[src/rtl/sensor_alarm_pkg.sv]
// Shared types and elaboration-time helpers for the sensor alarm engine.
package sensor_alarm_pkg;

    typedef enum logic [1:0] {
        DISARMED = 2'd0,
        ARMED    = 2'd1,
        ALARM    = 2'd2,
        SILENCED = 2'd3
    } state_t;

    function automatic int clog2(input int value);
        int result;
        result = 0;
        for (int v = value - 1; v > 0; v = v >> 1) begin
            result++;
        end
        return result;
    endfunction

    // Counter widths never collapse to zero bits.
    function automatic int width_min1(input int value);
        return (clog2(value) < 1) ? 1 : clog2(value);
    endfunction

    function automatic int beep_half(input int clk_hz, input int beep_hz);
        return ((clk_hz / (2 * beep_hz)) < 1) ? 1 : (clk_hz / (2 * beep_hz));
    endfunction

endpackage

[src/rtl/sensor_channel_monitor.sv]
// One sensor channel: high threshold with hysteresis band, persistence count and enable mask.
module sensor_channel_monitor
    import sensor_alarm_pkg::*;
#(
    parameter int DATA_W  = 8,
    parameter int PERSIST = 4
) (
    input  logic              clk,
    input  logic              rst,
    input  logic              sample_valid,
    input  logic [DATA_W-1:0] value,
    input  logic [DATA_W-1:0] thr,
    input  logic [DATA_W-1:0] hyst,
    input  logic              enable,
    output logic              ch_alarm
);

    localparam int CW = width_min1(PERSIST + 1);

    logic [CW-1:0]     r_over_cnt;
    logic              r_alarm;
    logic [DATA_W-1:0] w_lo;

    assign w_lo = (thr > hyst) ? (thr - hyst) : '0;

    // Between lo and thr both the counter and the alarm hold.
    always_ff @(posedge clk or posedge rst) begin
        if (rst) begin
            r_over_cnt <= '0;
            r_alarm    <= 1'b0;
        end else if (!enable) begin
            r_over_cnt <= '0;
            r_alarm    <= 1'b0;
        end else if (sample_valid) begin
            if (value >= thr) begin
                if (r_over_cnt < CW'(PERSIST)) begin
                    r_over_cnt <= r_over_cnt + 1'b1;
                end
                if (r_over_cnt >= CW'(PERSIST - 1)) begin
                    r_alarm <= 1'b1;
                end
            end else if (value <= w_lo) begin
                r_over_cnt <= '0;
                r_alarm    <= 1'b0;
            end
        end
    end

    assign ch_alarm = r_alarm;

endmodule

[src/rtl/sensor_alarm_engine.sv]
// Multi-channel threshold alarm with remote warning, arm/alarm/silence FSM and beeper.
module sensor_alarm_engine
    import sensor_alarm_pkg::*;
#(
    parameter int NUM_CH  = 3,
    parameter int DATA_W  = 8,
    parameter int PERSIST = 4,
    parameter int CLK_HZ  = 40_000_000,
    parameter int BEEP_HZ = 2
) (
    input  logic                     clk,
    input  logic                     rst,
    input  logic                     sample_valid,
    input  logic [NUM_CH*DATA_W-1:0] sample_data,
    input  logic [NUM_CH*DATA_W-1:0] thr_high,
    input  logic [DATA_W-1:0]        hyst,
    input  logic [NUM_CH-1:0]        ch_mask,
    input  logic                     remote_warn,
    input  logic                     arm_btn,
    input  logic                     ack_btn,
    output logic                     armed,
    output logic [NUM_CH-1:0]        ch_alarm,
    output logic                     alarm_active,
    output logic [NUM_CH:0]          alarm_cause,
    output logic                     buzzer,
    output logic                     warn_led,
    output logic                     sim_trigger
);

    localparam int HALF = beep_half(CLK_HZ, BEEP_HZ);
    localparam int BW   = width_min1(HALF);

    state_t          r_state, w_next;
    logic            r_arm_prev, r_ack_prev;
    logic [NUM_CH:0] r_cause, w_cause_next;
    logic            r_sim, w_sim_next;
    logic            r_buzzer;
    logic [BW-1:0]   r_beep_cnt;
    logic            w_arm_edge, w_ack_edge;
    logic [NUM_CH:0] w_cause_now;

    for (genvar i = 0; i < NUM_CH; i++) begin : g_ch
        sensor_channel_monitor #(
            .DATA_W  (DATA_W),
            .PERSIST (PERSIST)
        ) u_mon (
            .clk          (clk),
            .rst          (rst),
            .sample_valid (sample_valid),
            .value        (sample_data[i*DATA_W +: DATA_W]),
            .thr          (thr_high[i*DATA_W +: DATA_W]),
            .hyst         (hyst),
            .enable       (ch_mask[i]),
            .ch_alarm     (ch_alarm[i])
        );
    end

    assign w_arm_edge  = arm_btn & ~r_arm_prev;
    assign w_ack_edge  = ack_btn & ~r_ack_prev;
    assign w_cause_now = {remote_warn, ch_alarm};

    always_ff @(posedge clk or posedge rst) begin
        if (rst) begin
            r_state    <= ARMED;
            r_arm_prev <= 1'b0;
            r_ack_prev <= 1'b0;
            r_cause    <= '0;
            r_sim      <= 1'b0;
        end else begin
            r_state    <= w_next;
            r_arm_prev <= arm_btn;
            r_ack_prev <= ack_btn;
            r_cause    <= w_cause_next;
            r_sim      <= w_sim_next;
        end
    end

    // Arm edge outranks a new cause, which outranks ack or clear.
    always_comb begin
        w_next       = r_state;
        w_cause_next = r_cause;
        w_sim_next   = 1'b0;
        unique case (r_state)
            DISARMED: begin
                w_cause_next = '0;
                if (w_arm_edge) w_next = ARMED;
            end
            ARMED: begin
                if (w_arm_edge) begin
                    w_next = DISARMED;
                end else if (w_cause_now != '0) begin
                    w_next       = ALARM;
                    w_cause_next = w_cause_now;
                    w_sim_next   = 1'b1;
                end
            end
            ALARM: begin
                if (w_arm_edge) begin
                    w_next       = DISARMED;
                    w_cause_next = '0;
                end else begin
                    w_cause_next = r_cause | w_cause_now;
                    if (w_ack_edge) w_next = SILENCED;
                end
            end
            SILENCED: begin
                if (w_arm_edge) begin
                    w_next       = DISARMED;
                    w_cause_next = '0;
                end else if ((w_cause_now & ~r_cause) != '0) begin
                    w_next       = ALARM;
                    w_cause_next = r_cause | w_cause_now;
                    w_sim_next   = 1'b1;
                end else if (w_cause_now == '0) begin
                    w_next       = ARMED;
                    w_cause_next = '0;
                end
            end
            default: w_next = ARMED;
        endcase
    end

    always_ff @(posedge clk or posedge rst) begin
        if (rst) begin
            r_buzzer   <= 1'b0;
            r_beep_cnt <= '0;
        end else if (w_next == ALARM && r_state != ALARM) begin
            r_buzzer   <= 1'b1;
            r_beep_cnt <= '0;
        end else if (w_next == ALARM) begin
            if (r_beep_cnt == BW'(HALF - 1)) begin
                r_buzzer   <= ~r_buzzer;
                r_beep_cnt <= '0;
            end else begin
                r_beep_cnt <= r_beep_cnt + 1'b1;
            end
        end else begin
            r_buzzer   <= 1'b0;
            r_beep_cnt <= '0;
        end
    end

    assign armed        = (r_state != DISARMED);
    assign alarm_active = (r_state == ALARM);
    assign alarm_cause  = r_cause;
    assign buzzer       = r_buzzer;
    assign warn_led     = (r_state == ALARM) ? r_buzzer : (r_state == SILENCED);
    assign sim_trigger  = r_sim;

endmodule
[config.mk]
export PLATFORM = sky130hd
export DESIGN_NAME = sensor_alarm_engine
export DESIGN_NICKNAME = d
export VERILOG_FILES = /design/src/rtl/sensor_alarm_pkg.sv /design/src/rtl/sensor_channel_monitor.sv /design/src/rtl/sensor_alarm_engine.sv
export SDC_FILE = /design/constraint.sdc
export NUM_CORES = 1
export LEC_CHECK = 0
export CAP_MARGIN = 20
export CORE_MARGIN = 1
export CORE_UTILIZATION = 35
export CTS_CLUSTER_DIAMETER = 50
export CTS_CLUSTER_SIZE = 20
export DETAILED_ROUTE_END_ITERATION = 6
export PLACE_DENSITY = 0.52
export SETUP_SLACK_MARGIN = 0.2
export SKIP_CTS_REPAIR_TIMING = 1
export SYNTH_ARGS = -nofsm -noshare
export SYNTH_HDL_FRONTEND = slang
export SYNTH_SLANG_ARGS = --single-unit
[constraint.sdc]
create_clock -name clk -period 2.5 [get_ports clk]
set_clock_uncertainty 0.1 [all_clocks]
set_input_delay 0.5 -clock clk [delete_from_list [all_inputs] [get_ports clk]]
set_output_delay 0.5 -clock clk [all_outputs]
set_load 0.005 [all_outputs]
[Word-level counts from Yosys, hierarchy flattened]
Index checks and enable logic that the tools add are counted.
Word-level totals
  register bits: 46
  output and inout port bits: 12
Operators by class
  equal/unequal tests: 22
  $lt $le $gt $ge: 15
  bitwise operators: 8
  add/sub/neg operators: 7
  multiplexer cells: 61
  reductions and logical operators: 13
Operators by type and width (number)
  two-way mux 24 bit: 3
  two-way mux 3 bit: 15
  adder 24 x 1 -> 24 bit, second input constant: 1
  == test 24 bit, second input constant: 1
  greater-or-equal comparator 8 bit: 3
  greater-than comparator 8 bit: 3
  <= comparator 8 bit: 3
  two-way mux 4 bit: 6
  two-way mux 8 bit: 3
  subtractor 8 bit: 3
  two-way mux 1 bit: 23
  AND reduction 3 bit: 7
  inequality test 3 bit, second input constant: 6
  two-way mux 2 bit: 8
  case mux 4 bit (4 select lines): 1
  inequality test 2 bit, second input constant: 6
  inequality test 3 x 1 -> 1 bit, second input constant: 4
  adder 3 x 1 -> 3 bit, second input constant: 3
  greater-or-equal comparator 3 x 2 -> 1 bit, second input constant: 3
  < comparator 3 bit, second input constant: 3
  case mux 2 bit (4 select lines): 1
  nonzero test 4 bit: 2
  == test 2 bit, second input constant: 3
  bitwise AND 4 bit: 1
  11 further kinds: 14

[Longest topological paths before layout]
  word-level depth: 9
  mapped depth: 16
  gate-level depth less buffers: 16

[Hierarchy]
From an unflattened synthesis, not the netlist that was laid out.
Unflattened totals
  cell total of the unflattened synthesis: 561
  area, all modules: 4817.1 µm²
By module, submodules not included
  sensor_channel_monitor at g_ch[0].u_mon ...: area each 1026.0 µm², cells an instance 131, instances 2, sequential area each 100.1 µm²
  sensor_alarm_engine: area each 1725.4 µm², cells an instance 173, instances 1, sequential area each 852.1 µm²
  sensor_channel_monitor at g_ch[2].u_mon: area each 1039.7 µm², cells an instance 126, instances 1, sequential area each 100.1 µm²

[Least setup slack after synthesis]
Ideal clock, no wire load.
  path kind: input -> register
  start: in thr_high[0]
  end: reg g_ch[0].u_mon.r_over_cnt[0]
  data required time: 2.275 ns
  setup slack: -0.977 ns
  setup time: 0.125 ns
  stages on the path: 15
  arrival time: 3.252 ns
  path through: inv_1 -> ha_1 -> fa_1 -> nor2b_1 -> o21ai_1 -> a21oi_1 -> o221ai_1 -> a21oi_2 -> nand3_1 -> ha_1 -> nand4_1 -> or3_1 -> o211ai_1 -> a31oi_1 -> mux2_2
Between the ends
  cells in the longest elaborated chain, start to end: 5
Ends and longest elaborated chain
  start: declaration: line sensor_alarm_engine.sv:15  | input logic [NUM_CH*DATA_W-1:0] thr_high,
  subtractor 8 bit or greater-than comparator 8 bit (tied branches): line sensor_channel_monitor.sv:24  | assign w_lo = (thr > hyst) ? (thr - hyst) : '0;
  two-way mux 8 bit: line sensor_channel_monitor.sv:24
  <= comparator 8 bit: line sensor_channel_monitor.sv:42  | end else if (value <= w_lo) begin
  inequality test 3 x 1 -> 1 bit (no line)
  AND reduction 3 bit (no line)
  end signal: assignment: line sensor_channel_monitor.sv:37  | r_over_cnt <= r_over_cnt + 1'b1;
  end: declaration: line sensor_channel_monitor.sv:20  | logic [CW-1:0] r_over_cnt;
Parallel ways exist; a longest one is shown, timed or not. The select of a mux whose other input is x is not followed.
A chain may end at the register's enable or synchronous reset.

[Worst setup path after layout]
  start: in hyst[0]
  end: reg g_ch[2].u_mon.r_over_cnt[1]
Between the ends
  cells in the longest elaborated chain, start to end: 5
Ends and longest elaborated chain
  start: declaration: line sensor_alarm_engine.sv:16  | input logic [DATA_W-1:0] hyst,
  subtractor 8 bit or greater-than comparator 8 bit (tied branches): line sensor_channel_monitor.sv:24
  two-way mux 8 bit *: line sensor_channel_monitor.sv:24
  <= comparator 8 bit *: line sensor_channel_monitor.sv:42
  inequality test 3 x 1 -> 1 bit (no line) *
  AND reduction 3 bit (no line) *
  end signal: assignment: line sensor_channel_monitor.sv:37
  end: declaration: line sensor_channel_monitor.sv:20
Every way passes the cells marked *; elsewhere a longest branch is shown, timed or not.

==> flow_summary.toml <==
[cts]
clk-insertion-delay-late_ns = 0.28
tritoncts = "done"
clkTransAtPathRegs_ns = 0.07
cts.sink_count = 46
clock-root-buffer = "sky130_fd_sc_hd__clkbuf_16"
cts_max_path_buffers = 2
cts_made_buffers = 5
htreeDepth = 2

[floorplanning]
placeableCoreArea_um2 = 12700
floorplan.die_area_um2 = 13600
placementRows = 41
die_h_um = 117
die-width_um = 117
start_util = 0.362
ioPinCount = 77

[critical_path]
crit_type = "in -> reg"
arrival_ns = 3.50
rrSetupSlack_ns = 0.44
reg2regPathDepth = 5
crit_required_ns = 2.56
cp-end-kind = "flip-flop"
timing.critical_path.max_delay_family = "compound AO/OA/AOI/OAI gates"
timing.critical_path.slowest_stage_cell = "sky130_fd_sc_hd__fa_2"
category_of_the_worst_setup_path_launch_point = "input pin"
critical_path.cell_chain = "buf_12 -> buf_6 -> ha_4 -> fa_2 -> nor2b_1 -> o21a_1 -> o21ai_4 -> a21oi_2 -> o31a_1 -> buf_6 -> nand3_4 -> ha_4 -> nand4_1 -> o21ai_2 -> o311ai_4 -> o221ai_2 -> o22ai_1"
rr_startpoint = "r_beep_cnt[0]$_DFF_PP0_"
critical_path.max_stage_delay_ns = 0.35
crit_path_max_fanout = 5
crit_buf_inv = 3
worst_r2r_endpoint = "r_beep_cnt[10]$_DFF_PP0_"

[sta]
finalSetupTns_ns = -9.73
min_period_over_period = 1.38
unrepaired_setup_endpoints_after_global_routing = "true"
hold_viol_final = 0
fmax_mhz = 291
report.final.slew_viol_count = 0
timing_worst_slew_pin_value_ns = 0.435
setup_slack_ns = -0.938
period_needed_ns = 3.44
max-slew-margin-rel = 0.710
holdWs_ns = 0.345
timing.final.setup_violations = 12

[synthesis]
synth.lib_cells_used.distinct = 65
mappedNetlistNets = 694
postSynth.asyncResetShare = 1.00
number_of_instances_in_the_synthesized_netlist = 547
synth-seq-area-share = 0.250
post_synth_instance_area_um2 = 4600
count_of_state_elements_after_synthesis = 46
average_instance_area_after_synthesis_um2 = 8.41
synth_enable_flop_cells = 0
synth_flop_cell = "sky130_fd_sc_hd__dfrtp_1"
ys_warnings = 0

[cells_and_area]
antennaDiodeCount = 0
post_route_cells_drive_above_1_share = 0.291
layout_common_cells = "sky130_fd_sc_hd__buf_4 (85), sky130_fd_sc_hd__clkdlybuf4s50_1 (59), sky130_fd_sc_hd__nor2_1 (58)"
final_common_cell = "sky130_fd_sc_hd__buf_4"
syn_to_final_growth_pct = 53.7
final.fill_count = 1202
final_net_count = 863

[drt]
route.antenna.remaining_nets = 0
route.detailed.wl_per_inst_um = 14.2
drt_iter0_markers = 165
detailedRoute.firstPassIterationCount = 4
routed_via_density = 4.96
remaining_drc_errors = 0
detailroute.via_count = 4411
overall_routed_net_length_um = 12600

[power_and_ir_drop]
peakVddDrop_mv = 0.271
pwr_density_cell_nw_per_um2 = 408
static-leakage-power_nw = 3.19

[flow_run]
max_cap_violations = 0

[outcome]
violations = "setup timing"
outcome = "complete, but fails checks"

[global_routing]
antenna_found_initial = 0
groute.usage.overall = 0.189
vias_in_the_first_global_route = 4372
globalRouteOverflowTotal = 0
grt_start_max_net_pins = 24
global_route_wire_length_before_repair_um = 20400

[placed_design]
hpwlAfterDp_um = 10200
gp_congestion = 0.846
preCtsSetupSlack_ns = -1.80
placement.io_buffers = 76

[worst_hold_path]
hold_path_class = "in -> async"
power breakdown:
part	total, mW	leakage [nW]	switching (mW)	internal (mW)
Combinational	1.37	2.48	0.640	0.732
Clock	0.656	0.0708	0.284	0.371
Sequential	0.853	0.630	0.0621	0.791
Total	2.88	3.19	0.987	1.89
per-layer routing:
metal / up-vias / global-route usage / share of wire / wire, µm
met1: 2081 / 0.248 / 0.47 / 5930
met3: 10 / 0.0270 / 0.023 / 290
met2: 49 / 0.338 / 0.50 / 6270
met4: 0 / 0.0236 / 0.0097 / 122
li1: 2271 / - / - / -
met5: - / 0 / 0 / 0
layout make-up:
cell class | instances | area [µm²] | area share
multi-input cells | 440 | 3780 | 0.535
repair buffers | 170 | 1550 | 0.220
flip-flops and latches | 46 | 1150 | 0.163
inverters | 53 | 226 | 0.0320
well taps | 172 | 215 | 0.0304
clock buffers | 6 | 129 | 0.0182
clock inverters | 2 | 13.8 | 0.00195
sequential cells by signal (all words and copies together) (netlist names):
register               count
r_state                    2
r_ack_prev                 1
r_beep_cnt                24
alarm_cause                4
g_ch.u_mon.ch_alarm        3
buzzer                     1
r_arm_prev                 1
g_ch.u_mon.r_over_cnt      9
sim_trigger                1
per-stage QoR:
step,power [mW],utilization,std cells,instance area [µm²]
6_report,2.88,0.556,889,7070
5_1_grt,3.09,0.556,889,7070
4_1_cts,2.68,0.504,875,6410
3_5_place_dp,2.02,0.493,867,6270
3_3_place_gp,1.99,0.493,867,6270
2_1_floorplan,1.52,-,547,4720
logic make-up (layout without fill, tap and decap cells):
family                     Yosys count  in the layout  synth area share
DFF                                 46             46             0.250
muxes                                2              2           0.00462
buffers and inverters               61            231            0.0541
and+or+nand+nor                    208            208             0.234
AOI/OAI and AO/OA                  113            113             0.162
xor gates and xnor gates            35             35            0.0666
adders and majority gates           82             82             0.228
synth_stat cells, types with 3 or more instances:
master | count | share of area
sky130_fd_sc_hd__o21ai_0 | 25 | 0.027
sky130_fd_sc_hd__a21boi_0 | 5 | 0.0082
sky130_fd_sc_hd__xor2_1 | 14 | 0.027
sky130_fd_sc_hd__ha_1 | 79 | 0.21
sky130_fd_sc_hd__o21ai_1 | 3 | 0.0033
sky130_fd_sc_hd__o21a_1 | 5 | 0.0082
sky130_fd_sc_hd__inv_1 | 53 | 0.043
sky130_fd_sc_hd__o22ai_1 | 6 | 0.0082
sky130_fd_sc_hd__nor3_1 | 5 | 0.0054
sky130_fd_sc_hd__fa_1 | 3 | 0.013
sky130_fd_sc_hd__nor2b_1 | 20 | 0.027
sky130_fd_sc_hd__a21oi_1 | 28 | 0.030
sky130_fd_sc_hd__a21o_1 | 4 | 0.0065
sky130_fd_sc_hd__nand4_1 | 16 | 0.022
sky130_fd_sc_hd__nor3_2 | 3 | 0.0065
sky130_fd_sc_hd__xnor2_1 | 21 | 0.040
sky130_fd_sc_hd__or3_1 | 4 | 0.0054
sky130_fd_sc_hd__nor2_1 | 59 | 0.048
sky130_fd_sc_hd__dfrtp_1 | 45 | 0.24
sky130_fd_sc_hd__nand2_1 | 48 | 0.039
sky130_fd_sc_hd__a31oi_1 | 3 | 0.0041
sky130_fd_sc_hd__and3_1 | 8 | 0.011
sky130_fd_sc_hd__a22oi_1 | 4 | 0.0065
sky130_fd_sc_hd__a211o_1 | 3 | 0.0057
sky130_fd_sc_hd__nand3_1 | 15 | 0.016
sky130_fd_sc_hd__nand2b_1 | 9 | 0.012
sky130_fd_sc_hd__buf_4 | 5 | 0.0082
worst register-to-register path, delay by kind of cell (launching register included):
kind / cells / cell delay (ns)
DFF: 1 / 0.45
adders and majority gates: 1 / 0.28
and+or+nand+nor: 4 / 1.09
how the worst max path moves through the flow:
stage / from / slack (ns) / cells past startpoint / endpoint
after floorplan: thr_high[8] / -0.82 / 16 / g_ch[1].u_mon.r_over_cnt[0]$_DFFE_PP0P_
after global placement: thr_high[0] / -1.68 / 16 / g_ch[0].u_mon.r_over_cnt[0]$_DFFE_PP0P_
after detailed placement: thr_high[0] / -1.80 / 16 / g_ch[0].u_mon.r_over_cnt[0]$_DFFE_PP0P_
after CTS: thr_high[0] / -1.48 / 16 / g_ch[0].u_mon.r_over_cnt[0]$_DFFE_PP0P_
after global routing: hyst[0] / -1.11 / 17 / g_ch[2].u_mon.r_over_cnt[1]$_DFFE_PP0P_
final: hyst[0] / -0.94 / 17 / g_ch[2].u_mon.r_over_cnt[1]$_DFFE_PP0P_
Power figures use the tool's default switching activity.
